==> src/rtl/spi_slave_ctrl.sv <==
// spi_slave_ctrl: SPI slave front end that turns MOSI frames into RAM command words and serialises read replies on MISO
module spi_slave_ctrl #(
    parameter int FRAME_W = 10,
    parameter int DATA_W  = 8
) (
    input  logic               clk,
    input  logic               rst_n,
    input  logic               SS_n,
    input  logic               MOSI,
    output logic               MISO,
    output logic [FRAME_W-1:0] rx_data,
    output logic               rx_valid,
    input  logic [DATA_W-1:0]  tx_data,
    input  logic               tx_valid
);
    localparam int CW = $clog2(FRAME_W + 1);
    localparam int MW = $clog2(DATA_W + 1);

    typedef enum logic [2:0] {IDLE, CHK_CMD, WRITE, READ_ADD, READ_DATA} state_t;

    state_t             state;
    logic [CW-1:0]      cnt;
    logic [FRAME_W-1:0] sh;
    logic [DATA_W-1:0]  txs;
    logic [MW-1:0]      mcnt;
    logic               seen;
    logic               replied;
    logic               done;
    logic               last;

    assign done = cnt == CW'(FRAME_W);
    assign last = cnt == CW'(FRAME_W - 1);

    // frame FSM: receive shift, command hand-off, read-reply serialiser; SS_n high aborts from any active state
    always_ff @(posedge clk or negedge rst_n) begin
        if (!rst_n) begin
            state    <= IDLE;
            cnt      <= '0;
            sh       <= '0;
            txs      <= '0;
            mcnt     <= '0;
            seen     <= 1'b0;
            replied  <= 1'b0;
            MISO     <= 1'b0;
            rx_data  <= '0;
            rx_valid <= 1'b0;
        end else begin
            rx_valid <= 1'b0;
            if (state != IDLE && SS_n) begin
                state   <= IDLE;
                cnt     <= '0;
                sh      <= '0;
                txs     <= '0;
                mcnt    <= '0;
                replied <= 1'b0;
                MISO    <= 1'b0;
            end else begin
                case (state)
                    IDLE: begin
                        if (!SS_n) begin
                            state   <= CHK_CMD;
                            cnt     <= '0;
                            replied <= 1'b0;
                        end
                    end
                    CHK_CMD: begin
                        sh    <= FRAME_W'(MOSI);
                        cnt   <= CW'(1);
                        state <= !MOSI ? WRITE : seen ? READ_DATA : READ_ADD;
                    end
                    default: begin
                        if (!done) begin
                            sh  <= {sh[FRAME_W-2:0], MOSI};
                            cnt <= cnt + CW'(1);
                        end
                        if (last) begin
                            rx_data  <= {sh[FRAME_W-2:0], MOSI};
                            rx_valid <= 1'b1;
                            if (state == READ_ADD) seen <= 1'b1;
                        end
                        if (state == READ_DATA && done) begin
                            if (tx_valid && !replied) begin
                                MISO    <= tx_data[DATA_W-1];
                                txs     <= tx_data << 1;
                                mcnt    <= MW'(DATA_W - 1);
                                replied <= 1'b1;
                                seen    <= 1'b0;
                            end else if (mcnt != '0) begin
                                MISO <= txs[DATA_W-1];
                                txs  <= txs << 1;
                                mcnt <= mcnt - MW'(1);
                            end else begin
                                MISO <= 1'b0;
                            end
                        end
                    end
                endcase
            end
        end
    end
endmodule

==> config.mk <==
export PLATFORM = sky130hd
export DESIGN_NAME = spi_slave_ctrl
export DESIGN_NICKNAME = d
export VERILOG_FILES = /design/src/rtl/spi_slave_ctrl.sv
export SDC_FILE = /design/constraint.sdc
export NUM_CORES = 1
export LEC_CHECK = 0
export CAP_MARGIN = 20
export CORE_MARGIN = 8
export CORE_UTILIZATION = 39
export DETAILED_ROUTE_END_ITERATION = 7
export GPL_ROUTABILITY_DRIVEN = 0
export REMOVE_ABC_BUFFERS = 1
export SLEW_MARGIN = 20
export SYNTH_ARGS = -nofsm -noshare
export SYNTH_HDL_FRONTEND = slang
export SYNTH_SLANG_ARGS = --single-unit
==> constraint.sdc <==
create_clock -name clk -period 2.11 [get_ports clk]
set_input_delay 0.422 -clock clk [delete_from_list [all_inputs] [get_ports clk]]
set_output_delay 0.422 -clock clk [all_outputs]
set_load 0.02 [all_outputs]
=== Word level (Yosys, flattened, before mapping) ===
Cells that the tools add are included.

* Output and inout bits: 12
* Memory bits (read-only): 0
* Latch bits: 0
* Logic and storage cells: 85
* RAM bits: 0
* Memories kept: 0
* Bits in registers: 42

* Add/subtract/negate cells: 2
* Mux-type cells: 39
* Div/mod/pow operators: 0
* Multiply operators: 0
* Equality and inequality tests: 11
* Reductions and logical operators: 21
* Bitwise logic cells: 2
* Shift operators: 0
* Order comparisons: 0

{| class="wikitable"
|+ Operators by type and width
! operator !! count
|-
| 2-to-1 mux 8 bit || 5
|-
| 2-to-1 mux 4 bit || 8
|-
| 2-to-1 mux 9 bit || 2
|-
| one-hot mux 9 bit (2 select lines) || 1
|-
| 2-to-1 mux 1 bit || 16
|-
| nonzero test 3 bit || 5
|-
| 2-to-1 mux 3 bit || 4
|-
| AND reduction 2 bit || 5
|-
| equality test 4 bit (second input constant) || 2
|-
| one-hot mux 4 bit (2 select lines) || 1
|-
| one-hot mux 3 bit (2 select lines) || 1
|-
| AND reduction 3 bit || 2
|-
| adder 4 x 1 -> 4 bit (second input constant) || 1
|-
| != test 2 bit (second input constant) || 2
|-
| != test 4 x 1 -> 1 bit (second input constant) || 1
|-
| AND reduction 4 bit || 1
|-
| nonzero test 4 bit || 1
|-
| subtractor 4 x 1 -> 4 bit (second input constant) || 1
|-
| equality test 3 x 1 -> 1 bit (second input constant) || 1
|-
| equality test 3 x 2 -> 1 bit (second input constant) || 1
|-
| equality test 3 bit (second input constant) || 1
|-
| logical AND 1 bit || 3
|-
| logical NOT 3 bit || 1
|-
| != test 3 x 1 -> 1 bit (second input constant) || 1
|-
| other kinds (7) || 8
|}

=== Logic depth before layout (Yosys ltp) ===
* Depth in word-level cells: 6
* Mapped depth: 7
* Depth with buffers taken out: 6

=== Worst setup path before layout ===
Ideal clock, no wire load.

* Path type: reg-to-reg
* Start: reg mcnt[0]
* End: reg mcnt[3]
* Library setup time: 0.079 ns
* Period minus slack after synthesis: 1.744 ns
* Cell stages (with the launch flop): 8
* Data arrival time: 1.665 ns
* Setup slack: 0.366 ns
* Required time: 2.031 ns
* Buffers on the path: 1
* Cells stage by stage: dfrtp_1 -> inv_1 -> ha_1 -> nor3b_2 -> a2111oi_4 -> buf_6 -> nand3_2 -> a21oi_1

* Word-level cells in the longest chain between the ends: 6
* Elaborated cells on any way between the ends: 9
* Those cells by class: add/sub (1); mux (5); reduce/logical (3)

{| class="wikitable"
|+ RTL lines
! item !! line !! RTL
|-
| start, declared || 25 || <nowiki>logic [MW-1:0] mcnt;</nowiki>
|-
| start signal, assigned || 85 || <nowiki>mcnt <= MW'(DATA_W - 1);</nowiki>
|-
| start signal, assigned || 91 || <nowiki>mcnt <= mcnt - MW'(1);</nowiki>
|-
| subtractor 4 x 1 -> 4 bit || 91 ||
|-
| 2-to-1 mux 4 bit || 88 || <nowiki>end else if (mcnt != '0) begin</nowiki>
|-
| 2-to-1 mux 4 bit || 82 || <nowiki>if (tx_valid && !replied) begin</nowiki>
|-
| 2-to-1 mux 4 bit || 81 || <nowiki>if (state == READ_DATA && done) begin</nowiki>
|-
| 2-to-1 mux 4 bit || 58 || <nowiki>case (state)</nowiki>
|-
| 2-to-1 mux 4 bit || 49 || <nowiki>if (state != IDLE && SS_n) begin</nowiki>
|}

Several ways; a longest one is shown, not always the timed one. The select of a mux whose other input is x is not followed.
A chain may end at the register's enable or synchronous reset.

=== Worst setup path after layout ===
* Start: reg mcnt[0]
* End: reg mcnt[0]

Same word-level chain as after synthesis.

==> report_table.html <==
<table>
<tr><th>Metric</th><th>Value</th></tr>
<tr><th colspan="2">Timing</th></tr>
<tr><td>Min Clock Period, post-route</td><td>1.866 ns</td></tr>
<tr><td>Worst clock skew on the final layout</td><td>0.003882 ns</td></tr>
<tr><td>Pins Over Slew Limit</td><td>0</td></tr>
<tr><td>Headroom to the max-slew limit</td><td>66.30%</td></tr>
<tr><td>Final hold violation count</td><td>0</td></tr>
<tr><td>Final period utilization</td><td>88.44%</td></tr>
<tr><td>Highest clock frequency the design can meet</td><td>535.9 MHz</td></tr>
<tr><td>Unrepaired setup endpoints after global routing</td><td>no</td></tr>
<tr><td>Number of setup violations in the final report</td><td>0</td></tr>
<tr><td>Slew at the pin closest to its max-slew limit</td><td>0.5055 ns</td></tr>
<tr><td>Accumulated negative setup slack</td><td>0 ns</td></tr>
<tr><th colspan="2">Logic synthesis</th></tr>
<tr><td>Post-synth ARST share</td><td>100.0%</td></tr>
<tr><td>Instance count of the mapped netlist</td><td>165</td></tr>
<tr><td>Adder-Cell Fraction of Synth Area</td><td>2.613%</td></tr>
<tr><td>Simple logic cell fraction of the synthesized area</td><td>13.26%</td></tr>
<tr><td>Synthesized area</td><td>0.001916 mm²</td></tr>
<tr><td>Number of enable flip-flop cells after synthesis</td><td>0</td></tr>
<tr><td>Sequential fraction of the synthesis area</td><td>53.56%</td></tr>
<tr><td>Main combinational cell family by area after synthesis</td><td>compound AO/OA/AOI/OAI gates</td></tr>
<tr><td>Predominant post-synthesis flop cell</td><td>dfrtp_1</td></tr>
<tr><td>Number of distinct library cell variants in the gate-level netlist after synthesis</td><td>40</td></tr>
<tr><td>Synthesized flop and latch total</td><td>41</td></tr>
<tr><td>Number of synthesis warnings</td><td>0</td></tr>
<tr><td>Parity-gate share of the synthesized area counting xor and xnor cells</td><td>0.4572%</td></tr>
<tr><td>Complex-gate fraction of the synthesized area</td><td>16.92%</td></tr>
<tr><td>Proportion of synthesized area in mux cells</td><td>9.536%</td></tr>
<tr><td>Mean area per synthesized cell</td><td>11.61 µm²</td></tr>
<tr><th colspan="2">Final layout</th></tr>
<tr><td>Most common cell after layout, fill and taps aside</td><td>dfrtp_1</td></tr>
<tr><td>Layout-stage area growth over the synthesis result</td><td>25.41%</td></tr>
<tr><td>Commonest cells after routing, fill and taps aside</td><td>41 x dfrtp_1, 23 x clkdlybuf4s50_1, 17 x nor2_1</td></tr>
<tr><td>Number of filler instances in the final layout</td><td>437</td></tr>
<tr><td>Number of diodes added for antenna fixing</td><td>0</td></tr>
<tr><td>Final Net Count</td><td>218</td></tr>
<tr><td>Fraction of layout instances using a drive strength above 1</td><td>17.82%</td></tr>
<tr><td>Final core utilization</td><td>50.86%</td></tr>
<tr><th colspan="2">Die</th></tr>
<tr><td>Die Span X</td><td>86.09 µm</td></tr>
<tr><td>Floorplan row count</td><td>25</td></tr>
<tr><td>Overall die height</td><td>86.09 µm</td></tr>
<tr><td>I/O pin count</td><td>25</td></tr>
<tr><td>Area of the die</td><td>0.007411 mm²</td></tr>
<tr><td>Floorplan core area</td><td>0.004723 mm²</td></tr>
<tr><td>Starting utilization of the core area</td><td>40.56%</td></tr>
<tr><th colspan="2">Drt</th></tr>
<tr><td>Residual DRC count</td><td>0</td></tr>
<tr><td>Via density per instance</td><td>5.193</td></tr>
<tr><td>Count of TritonRoute iterations in the first routing pass</td><td>4</td></tr>
<tr><td>Wire per inst</td><td>14.65 µm</td></tr>
<tr><td>Initial DRC Count</td><td>86</td></tr>
<tr><td>Routed via count</td><td>1397</td></tr>
<tr><td>Detailed-route wire length</td><td>3942 µm</td></tr>
<tr><td>Antenna-violating nets left</td><td>0</td></tr>
<tr><th colspan="2">GRT</th></tr>
<tr><td>Global-route wire length before repair</td><td>6879 µm</td></tr>
<tr><td>Vias in the first global route</td><td>1475</td></tr>
<tr><td>GRT Resource Usage Total</td><td>11.65%</td></tr>
<tr><td>Sum of overflow across all layers after global routing</td><td>0</td></tr>
<tr><td>Pin count of the biggest net entering global routing</td><td>42</td></tr>
<tr><td>Initial antenna violation count</td><td>0</td></tr>
<tr><th colspan="2">Clock tree</th></tr>
<tr><td>CTS max path bufs</td><td>2</td></tr>
<tr><td>Clock network latency to the later pin of the worst-skew pair</td><td>0.29 ns</td></tr>
<tr><td>Clock-pin slew of the registers on the worst-case setup and hold paths</td><td>0.08 ns</td></tr>
<tr><td>Clock root buffer</td><td>clkbuf_8</td></tr>
<tr><td>Number of levels in the clock H-tree</td><td>2</td></tr>
<tr><td>Number of gates given a new drive strength after cts</td><td>0</td></tr>
<tr><td>TritonCTS clock tree</td><td>built</td></tr>
<tr><td>Clock sinks</td><td>41</td></tr>
<tr><td>Quantity of hold-fixing buffers added after cts</td><td>0</td></tr>
<tr><td>Post-CTS Setup Repair Bufs</td><td>0</td></tr>
<tr><td>Number of CTS-inserted buffers</td><td>5</td></tr>
<tr><th colspan="2">Critical path</th></tr>
<tr><td>Worst setup path category</td><td>flip-flop to flip-flop</td></tr>
<tr><td>Cell chain of the critical path</td><td>inv_1 -&gt; ha_1 -&gt; nor3b_2 -&gt; a2111oi_4 -&gt; buf_12 -&gt; nor2_1 -&gt; a311oi_1</td></tr>
<tr><td>Endpoint type of the worst setup path</td><td>flip-flop</td></tr>
<tr><td>Cell with the biggest individual delay on the critical path</td><td>dfrtp_1</td></tr>
<tr><td>Stages on worst setup path</td><td>7</td></tr>
<tr><td>Cells on worst reg2reg path</td><td>7</td></tr>
<tr><td>Top fanout value on the critical path</td><td>18</td></tr>
<tr><td>Required time at the worst-slack endpoint</td><td>2.30 ns</td></tr>
<tr><td>Crit path DAT</td><td>2.05 ns</td></tr>
<tr><td>Number of buffer and inverter stages on the critical path</td><td>2</td></tr>
<tr><td>Slowest cell delay on critical path</td><td>0.40 ns</td></tr>
<tr><td>Crit path max-delay family</td><td>compound AO/OA/AOI/OAI gates</td></tr>
<tr><td>Startpoint type of the worst setup path</td><td>flip-flop</td></tr>
<tr><th colspan="2">Placement</th></tr>
<tr><td>Count of buffers from port buffering</td><td>24</td></tr>
<tr><td>Half-perimeter wire length after placement</td><td>2811 µm</td></tr>
<tr><th colspan="2">Power and ir drop</th></tr>
<tr><td>Power per unit of standard cell area</td><td>617.4 mW/mm²</td></tr>
<tr><td>Highest ir drop seen on vdd</td><td>0.3717 mV</td></tr>
<tr><td>Leakage</td><td>1.101 nW</td></tr>
<tr><th colspan="2">Hold path</th></tr>
<tr><td>Path category of the worst min-delay check</td><td>primary input to async pin</td></tr>
<tr><th colspan="2">Status</th></tr>
<tr><td>Status</td><td>finished, final reports clean</td></tr>
<tr><th colspan="2">Flow run</th></tr>
<tr><td>Number of maximum-capacitance constraint violations</td><td>0</td></tr>
</table>
cell families (layout without fill, tap and decap cells):
group / after synthesis / count (layout)
compound gates: 40 / 40
xor+xnor: 1 / 1
fa+ha+maj: 4 / 4
buf+inv: 15 / 52
flops: 41 / 41
mux: 17 / 17
simple gates: 47 / 47
routing by layer:
layer	vias up	routed length (µm)	GRT usage [%]
met5	-	0	0
met4	0	52	3.981
met3	7	285	5.062
met2	37	1827	18.05
met1	681	1776	14.02
li1	672	-	-
state kept, by name, summed over array words and instances (netlist names):
signal / count
replied: 1
rx_valid: 1
MISO: 1
sh: 9
cnt: 4
state: 3
seen: 1
rx_data: 10
mcnt: 4
txs: 7
area by class of cell:
class | instances | area [µm²] | area share [%]
clock buffer | 6 | 82.58 | 3.438
clock inverter | 2 | 13.76 | 0.5729
inverter | 9 | 33.78 | 1.406
multi-input combinational | 109 | 819.5 | 34.11
sequential | 41 | 1026 | 42.71
tap | 67 | 83.83 | 3.490
timing repair buffer | 35 | 342.8 | 14.27
synth_stat cells, types with 2 or more instances:
cell      instances  area share [%]
a22o_1           10             4.6
nand3_1           3            0.78
nand2_1           9             1.8
buf_2             2            0.52
a311oi_1          2            0.91
mux2_2            9             5.3
nand2b_1          3            0.98
o21ai_0           6             1.6
a32o_1            3             1.6
or3_1             2            0.65
dfrtp_1          41              54
nor3_1            4             1.0
ha_1              4             2.6
inv_1             9             1.8
mux2i_1           7             3.7
clkbuf_1          2            0.39
nor2_1           17             3.3
a211oi_1          6             2.4
a31oi_1           3            0.98
nor2b_1           2            0.65
a21oi_1           2            0.52
per-stage QoR:
stage | cells | area [µm²] | hold slack, ns | power (mW) | setup WS [ns]
after floorplan | 159 | 1879 | 0.1264 | 0.8938 | 0.1972
after global placement | 261 | 2306 | 0.4770 | 0.9708 | 0.1699
after detailed placement | 261 | 2306 | 0.4777 | 0.9741 | 0.07959
after CTS | 269 | 2402 | 0.1977 | 1.511 | 0.2391
after global routing | 269 | 2402 | 0.2321 | 1.569 | 0.1216
final | 269 | 2402 | 0.1875 | 1.483 | 0.2440
final timing paths:
| kind | startpoint | to | slack, ns |
|---|---|---|---|
| min reg2reg | rx_data[2] | rx_data[2] | 0.49 |
| max | mcnt[0] | mcnt[0] | 0.24 |
| min | rst_n | txs[7] | 0.19 |
| max in group asynchronous | rst_n | sh[6] | 1.58 |
| min in group clk | rx_data[2] | rx_data[2] | 0.49 |
| max reg2reg | mcnt[0] | mcnt[0] | 0.24 |
where the power goes:
group | internal (mW) | switching, mW
clock | 0.265 | 0.261
combinational | 0.0622 | 0.0790
sequential | 0.797 | 0.0191
(Power assumes the default switching activity.)
